===== config.mk =====
export PLATFORM = sky130hd
export DESIGN_NAME = pc_fetch_ctrl
export DESIGN_NICKNAME = d
export VERILOG_FILES = /design/src/rtl/pc_fetch_ctrl.sv
export SDC_FILE = /design/constraint.sdc
export NUM_CORES = 1
export LEC_CHECK = 0
export BUFFER_PORTS_ARGS = -buffer_cell sky130_fd_sc_hd__buf_4
export CORE_MARGIN = 2
export CORE_UTILIZATION = 51
export DETAILED_ROUTE_END_ITERATION = 10
export HOLD_SLACK_MARGIN = 0.1
export MAX_ROUTING_LAYER = met4
export PLACE_DENSITY = 0.79
export SLEW_MARGIN = 20
export SYNTH_ARGS = -nofsm -noshare
export SYNTH_HDL_FRONTEND = slang
export SYNTH_SLANG_ARGS = --single-unit

===== constraint.sdc =====
create_clock -name clk -period 1.8 [get_ports clk]
set_input_delay 0.09 -clock clk [delete_from_list [all_inputs] [get_ports clk]]
set_output_delay 0.09 -clock clk [all_outputs]
set_load 0.02 [all_outputs]

===== src/rtl/pc_fetch_ctrl.sv =====
// pc_fetch_ctrl: IF1 program-counter sequencing and instruction-fetch control.
// Chooses when the PC loads and with what value (boot vector, PC+4, branch
// target or trap vector). It also runs a single-outstanding request/response
// handshake with instruction memory, and discards responses made stale by a
// redirect.
// Optional build macro: PC_FETCH_PERF_EN adds fetch_count / stall_count
// performance counters.
module pc_fetch_ctrl #(
  parameter logic [31:0] RESET_VECTOR = 32'h8000_0000,
  parameter int unsigned BOOT_CYCLES  = 4
) (
  input  logic        clk,
  input  logic        reset,
  input  logic [31:0] current_pc_if1,
  output logic        pc_en,
  output logic [31:0] next_pc_if1,
  input  logic        stall_if,
  input  logic        branch_taken,
  input  logic [31:0] branch_target,
  input  logic        trap_req,
  input  logic [31:0] trap_vector,
  input  logic        halt_req,
  input  logic        resume_req,
  output logic        imem_req,
  output logic [31:0] imem_addr,
  input  logic        imem_gnt,
  input  logic        imem_rvalid,
  output logic        fetch_valid,
  output logic [31:0] fetch_pc,
  output logic        halted
`ifdef PC_FETCH_PERF_EN
  ,
  output logic [31:0] fetch_count,
  output logic [31:0] stall_count
`endif
);

  localparam logic [1:0] ST_BOOT = 2'd0;
  localparam logic [1:0] ST_REQ  = 2'd1;
  localparam logic [1:0] ST_WAIT = 2'd2;
  localparam logic [1:0] ST_HALT = 2'd3;

  localparam logic [7:0] BOOT_LAST = 8'(BOOT_CYCLES - 1);

  // Redirect targets are always word aligned.
  function automatic logic [31:0] word_align(input logic [31:0] addr);
    return {addr[31:2], 2'b00};
  endfunction

  logic [1:0]  state_r, state_nxt_s;
  logic [7:0]  boot_cnt_r, boot_cnt_nxt_s;
  logic        kill_r, kill_nxt_s;
  logic        halt_pend_r, halt_pend_nxt_s;
  logic [31:0] pend_target_r, pend_target_nxt_s;
  logic [31:0] fetch_pc_r, fetch_pc_nxt_s;
  logic        redir_s;
  logic [31:0] redir_target_s;
  logic [31:0] seq_pc_s;

  assign imem_addr = current_pc_if1;
  assign fetch_pc  = fetch_pc_r;

  // Redirect decode: the trap has priority over the branch; also sequential PC+4.
  always_comb begin
    redir_s  = trap_req | branch_taken;
    seq_pc_s = current_pc_if1 + 32'd4;
    if (trap_req) begin
      redir_target_s = word_align(trap_vector);
    end else if (branch_taken) begin
      redir_target_s = word_align(branch_target);
    end else begin
      redir_target_s = 32'h0000_0000;
    end
  end

  // FSM next-state and combinational outputs; everything idles while reset is high.
  always_comb begin
    pc_en             = 1'b0;
    next_pc_if1       = 32'h0000_0000;
    imem_req          = 1'b0;
    fetch_valid       = 1'b0;
    halted            = 1'b0;
    state_nxt_s       = state_r;
    boot_cnt_nxt_s    = boot_cnt_r;
    kill_nxt_s        = kill_r;
    halt_pend_nxt_s   = halt_pend_r;
    pend_target_nxt_s = pend_target_r;
    fetch_pc_nxt_s    = fetch_pc_r;
    if (reset) begin
      state_nxt_s = ST_BOOT;
    end else begin
      case (state_r)
        ST_BOOT: begin
          // Load the boot vector once, then wait out the remaining boot cycles.
          if (boot_cnt_r == 8'd0) begin
            pc_en       = 1'b1;
            next_pc_if1 = RESET_VECTOR;
          end else begin
            pc_en = 1'b0;
          end
          if (boot_cnt_r == BOOT_LAST) begin
            state_nxt_s    = ST_REQ;
            boot_cnt_nxt_s = 8'd0;
          end else begin
            boot_cnt_nxt_s = boot_cnt_r + 8'd1;
          end
        end
        ST_REQ: begin
          if (redir_s) begin
            pc_en       = 1'b1;
            next_pc_if1 = redir_target_s;
          end else if (halt_req) begin
            state_nxt_s = ST_HALT;
          end else if (stall_if) begin
            imem_req = 1'b0;
          end else begin
            imem_req = 1'b1;
            if (imem_gnt) begin
              state_nxt_s = ST_WAIT;
            end else begin
              state_nxt_s = ST_REQ;
            end
          end
        end
        ST_WAIT: begin
          if (imem_rvalid) begin
            // A response that was overtaken by a redirect is dropped.
            if (kill_r || redir_s) begin
              pc_en       = 1'b1;
              next_pc_if1 = redir_s ? redir_target_s : pend_target_r;
            end else begin
              fetch_valid    = 1'b1;
              fetch_pc_nxt_s = current_pc_if1;
              pc_en          = 1'b1;
              next_pc_if1    = seq_pc_s;
            end
            kill_nxt_s      = 1'b0;
            halt_pend_nxt_s = 1'b0;
            state_nxt_s     = (halt_pend_r || halt_req) ? ST_HALT : ST_REQ;
          end else begin
            // Remember the latest redirect until the outstanding response returns.
            if (redir_s) begin
              pend_target_nxt_s = redir_target_s;
              kill_nxt_s        = 1'b1;
            end else begin
              kill_nxt_s = kill_r;
            end
            if (halt_req) begin
              halt_pend_nxt_s = 1'b1;
            end else begin
              halt_pend_nxt_s = halt_pend_r;
            end
          end
        end
        ST_HALT: begin
          halted = 1'b1;
          if (trap_req) begin
            pc_en       = 1'b1;
            next_pc_if1 = word_align(trap_vector);
            state_nxt_s = ST_REQ;
          end else if (resume_req) begin
            state_nxt_s = ST_REQ;
          end else begin
            state_nxt_s = ST_HALT;
          end
        end
        default: begin
          state_nxt_s = ST_BOOT;
        end
      endcase
    end
  end

  // State and bookkeeping registers with synchronous reset.
  always_ff @(posedge clk) begin
    if (reset) begin
      state_r       <= ST_BOOT;
      boot_cnt_r    <= 8'd0;
      kill_r        <= 1'b0;
      halt_pend_r   <= 1'b0;
      pend_target_r <= 32'h0000_0000;
      fetch_pc_r    <= 32'h0000_0000;
    end else begin
      state_r       <= state_nxt_s;
      boot_cnt_r    <= boot_cnt_nxt_s;
      kill_r        <= kill_nxt_s;
      halt_pend_r   <= halt_pend_nxt_s;
      pend_target_r <= pend_target_nxt_s;
      fetch_pc_r    <= fetch_pc_nxt_s;
    end
  end

`ifdef PC_FETCH_PERF_EN
  logic [31:0] fetch_count_r;
  logic [31:0] stall_count_r;

  assign fetch_count = fetch_count_r;
  assign stall_count = stall_count_r;

  // Performance counters: delivered fetches and stalled request cycles (wrap at 2^32).
  always_ff @(posedge clk) begin
    if (reset) begin
      fetch_count_r <= 32'd0;
      stall_count_r <= 32'd0;
    end else begin
      if (fetch_valid) begin
        fetch_count_r <= fetch_count_r + 32'd1;
      end else begin
        fetch_count_r <= fetch_count_r;
      end
      if ((state_r == ST_REQ) && stall_if && !redir_s) begin
        stall_count_r <= stall_count_r + 32'd1;
      end else begin
        stall_count_r <= stall_count_r;
      end
    end
  end
`endif

endmodule

==> flow_summary.toml <==
[status]
status = "finished, violations left"
violations = "setup timing"

[critical_path]
crit_path_end_kind = "output port"
cp.arrival_ns = 2.11
worstReg2RegStart = "state_r[1]"
worstRegToRegCells = 7
path_class = "flip-flop to output port"
reg2reg_to = "pend_target_r[22]"
cp_max_fo = 2
critPathLaunchType = "flip-flop"
r2r_slack_ns = -0.19
crit_required_ns = 1.71

[synth]
synth_cell_type_count = 61
synth_ff_type = "dfxtp_1"
synthCells = 763
yosysWarnings = 0
synth_seq_area_share_pct = 27.6
synth-async-reset-ratio_pct = 0
synth_area_sq_um = 5520
ys_ff_latch = 76
syn_avg_cell_area_sq_um = 7.23
synth_fp_nets = 871
synth_edf_count = 0

[route]
wl_per_cell_microns = 22.7
vias = 7559
route.detailed.drc = 0
wirelength_microns = 26500
drtIter0Drc = 951
ant_nets = 0
first_pass_iters = 6
vias_per_cell = 6.48

[hold_path]
whs_path_depth = 3
hp-start = "trap_vector[9]"
min_to = "pend_target_r[9]"
min_path_type = "input pin to flip-flop"

[global_route]
antenna_found_initial = 1
grt_pass1_wl_microns = 35500
first_global_vias = 7036
grt-ovfl-total = 0
grt_max_degree = 65
gr-usage-all-layers_pct = 40.1

[finish]
regArea_sq_um = 1530
drive_gt1_share_pct = 40.9
nets = 1132
syn_to_final_growth_pct = 62.5
fillCellCount = 554
multi_input_area_sq_um = 3990

[timing]
setup_viol = 35
maxSlewViolCount = 0
relSlewSlack_pct = 59.5
layout_setup_ws_ns = -0.404
fin_tns_setup_ns = -6.96
hold_violations = 0
tightest_slew_ns = 0.601
max_freq_mhz = 454
finClkSkew_ns = 0.0144
fin_crit_sh_pct = 122
rsz0062_at_grt = "yes"
period_minus_slack_ns = 2.20

[place]
dp_hpwl_microns = 15000
io_buffers = 200
gp_congestion = 0.996

[pwr]
p_int_mw = 3.30
ir_drop_uv = 667
sw_frac_of_total_pct = 40.9
p_total_mw = 5.59
leakage_nw = 3.58
p_comb_share_pct = 43.5
powerDensity_nw_per_um2 = 624
pwr-share-seq_pct = 32.1
p_clk_share_pct = 24.4
p_sw_mw = 2.29

[cts]
cts_tree = "built"
clockBufferDepth = 2
ctsHtreeMaxLevel = 3
cts_buffers = 9
clk_latency_ns = 0.38
cts_sinks = 76
ctsRootBufferMaster = "clkbuf_8"
cts.reportedPaths.clkPinSlew_ns = 0.10

[floorplanning]
io_pins = 205
start_util_pct = 53.0
die_y_microns = 108
rows = 37
dieArea_sq_um = 11700
fp.dieW_microns = 108
fp.coreArea_sq_um = 10400

[run]
maxCapViolations = 0
-- state kept, by name, indices dropped and copies added, names as in the netlist --
name,flops
halt_pend_r,1
boot_cnt_r,8
fetch_pc,32
kill_r,1
state_r,2
pend_target_r,32
-- per-stage QoR --
step | instances | area (sq um) | util [%] | setup WS, ns | hold WS (ns)
after detailed placement | 1064 | 7170 | 68.8 | -0.0387 | 0.369
after CTS | 1154 | 8560 | 82.2 | -0.408 | 0.101
after global routing | 1166 | 8960 | 86.0 | -0.478 | 0.116
final | 1166 | 8960 | 86.0 | -0.404 | 0.0948
after floorplan | 763 | 5520 | - | 0.00655 | 0.226
after global placement | 1064 | 7170 | 68.8 | -0.0192 | 0.361
-- cell usage after synthesis (3+ instances only) --
master	count	area share (%)
a211oi_1	15	2.0
a211oi_2	3	0.68
a21oi_1	78	7.1
a221oi_1	3	0.48
a22o_1	13	2.1
a22oi_1	18	2.4
a311oi_1	10	1.6
a31oi_1	5	0.57
a32oi_1	3	0.48
and2_1	7	0.79
and4_1	6	0.95
buf_1	6	0.41
buf_2	22	2.0
buf_4	32	4.4
clkbuf_1	32	2.2
dfxtp_1	76	28
ha_1	3	0.68
inv_1	21	1.4
mux2i_1	23	4.2
nand2_1	116	7.9
nand2b_1	18	2.0
nand3_1	15	1.4
nand4_1	9	1.0
nor2_1	56	3.8
nor2b_1	11	1.2
nor3_1	22	2.0
nor3b_1	3	0.41
nor4_1	5	0.57
o211ai_1	3	0.41
o21a_1	5	0.68
o21ai_0	33	3.0
o21ai_1	3	0.27
o22ai_1	12	1.4
o31ai_1	9	1.2
or3_1	5	0.57
xnor2_1	17	2.7
xor2_1	9	1.4
-- worst max-delay path: stages, from the launching register on --
cell and delay [ns]:
dfxtp_2 0.33, or4_4 0.54, nor3_4 0.17, a21oi_2 0.07, or2_1 0.24, a211oi_2 0.21, buf_4 0.17
-- how the worst max path moves through the flow --
stage / start / end / slack (ns) / cells past startpoint
global route: boot_cnt_r[3] / next_pc_if1[31] / -0.48 / 6
finish: boot_cnt_r[3] / next_pc_if1[31] / -0.40 / 6
detailed placement: state_r[1] / next_pc_if1[7] / -0.04 / 7
floorplan: boot_cnt_r[3] / next_pc_if1[31] / 0.007 / 5
CTS: boot_cnt_r[4] / next_pc_if1[31] / -0.41 / 6
global placement: boot_cnt_r[3] / next_pc_if1[31] / -0.02 / 6
-- routing by layer --
metal | routed length [microns] | share of wire [%] | global-route usage, % | up-vias
met5 | 0 | 0 | - | -
met1 | 9040 | 34 | 46.9 | 3433
li1 | - | - | - | 3210
met2 | 12000 | 45 | 66.1 | 688
met3 | 3200 | 12 | 6.39 | 228
met4 | 2270 | 8.6 | 21.6 | 0
-- power by group through the flow --
stage / clock network, mW / logic (mW) / registers (mW)
final: 1.36 / 2.43 / 1.79
after CTS: 1.34 / 2.10 / 1.79
after detailed placement: 0 / 1.63 / 1.81
after global placement: 0 / 1.60 / 1.80
after floorplan: 0 / 0.958 / 1.80
after global routing: 1.40 / 2.51 / 1.80
-- kinds of logic (layout without fill, tap and decap cells) --
group	after synthesis	after routing	synth area share, %
flip-flops	76	76	27.6
AO/OA/AOI/OAI	227	227	26.6
other	0	1	0
buffers and inverters	115	380	10.6
adder cells (fa/ha/maj)	3	3	0.680
multiplexers	23	23	4.17
XOR/XNOR	26	26	4.13
AND/OR/NAND/NOR	293	294	26.2
-- placed cells by master (no fill, tap or decap), types with 5 or more instances in the layout --
cell type / count
a22oi_2: 14
nand2_1: 108
buf_4: 239
o22ai_1: 8
o21ai_2: 11
inv_1: 19
o21a_1: 5
a21oi_4: 5
a21oi_2: 11
clkbuf_8: 9
mux2i_1: 23
nand2b_1: 16
xor2_1: 9
nor4_1: 5
nor2_1: 48
a22o_1: 13
nor2b_1: 11
a211oi_1: 12
nand3_1: 15
nand4_1: 9
nor3_1: 14
a21oi_1: 62
o31ai_1: 8
o21ai_0: 19
nor3_4: 6
a311oi_1: 10
and2_1: 6
and4_1: 5
a211oi_2: 5
dfxtp_1: 71
dlygate4sd3_1: 49
buf_6: 44
nor2_4: 6
xnor2_1: 17
-- cell type report --
class                           instances  area share [%]
Multi-Input combinational cell        573            44.5
Timing Repair Buffer                  342            33.3
Sequential cell                        76            17.1
Tap cell                              136            1.90
Clock buffer                            9            1.38
Inverter                               22            1.05
Clock inverter                          7           0.740
Antenna cell                            1          0.0279
-- repair_timing --
item,CTS,global route
gates cloned,4,1
gates resized for setup,134,73
setup endpoints to repair,33,45
buffers inserted,23,15
endpoints found under the hold margin,38,0
hold buffers,49,0
pin swaps,43,40
No activity file was read; power rests on OpenSTA's default activity.
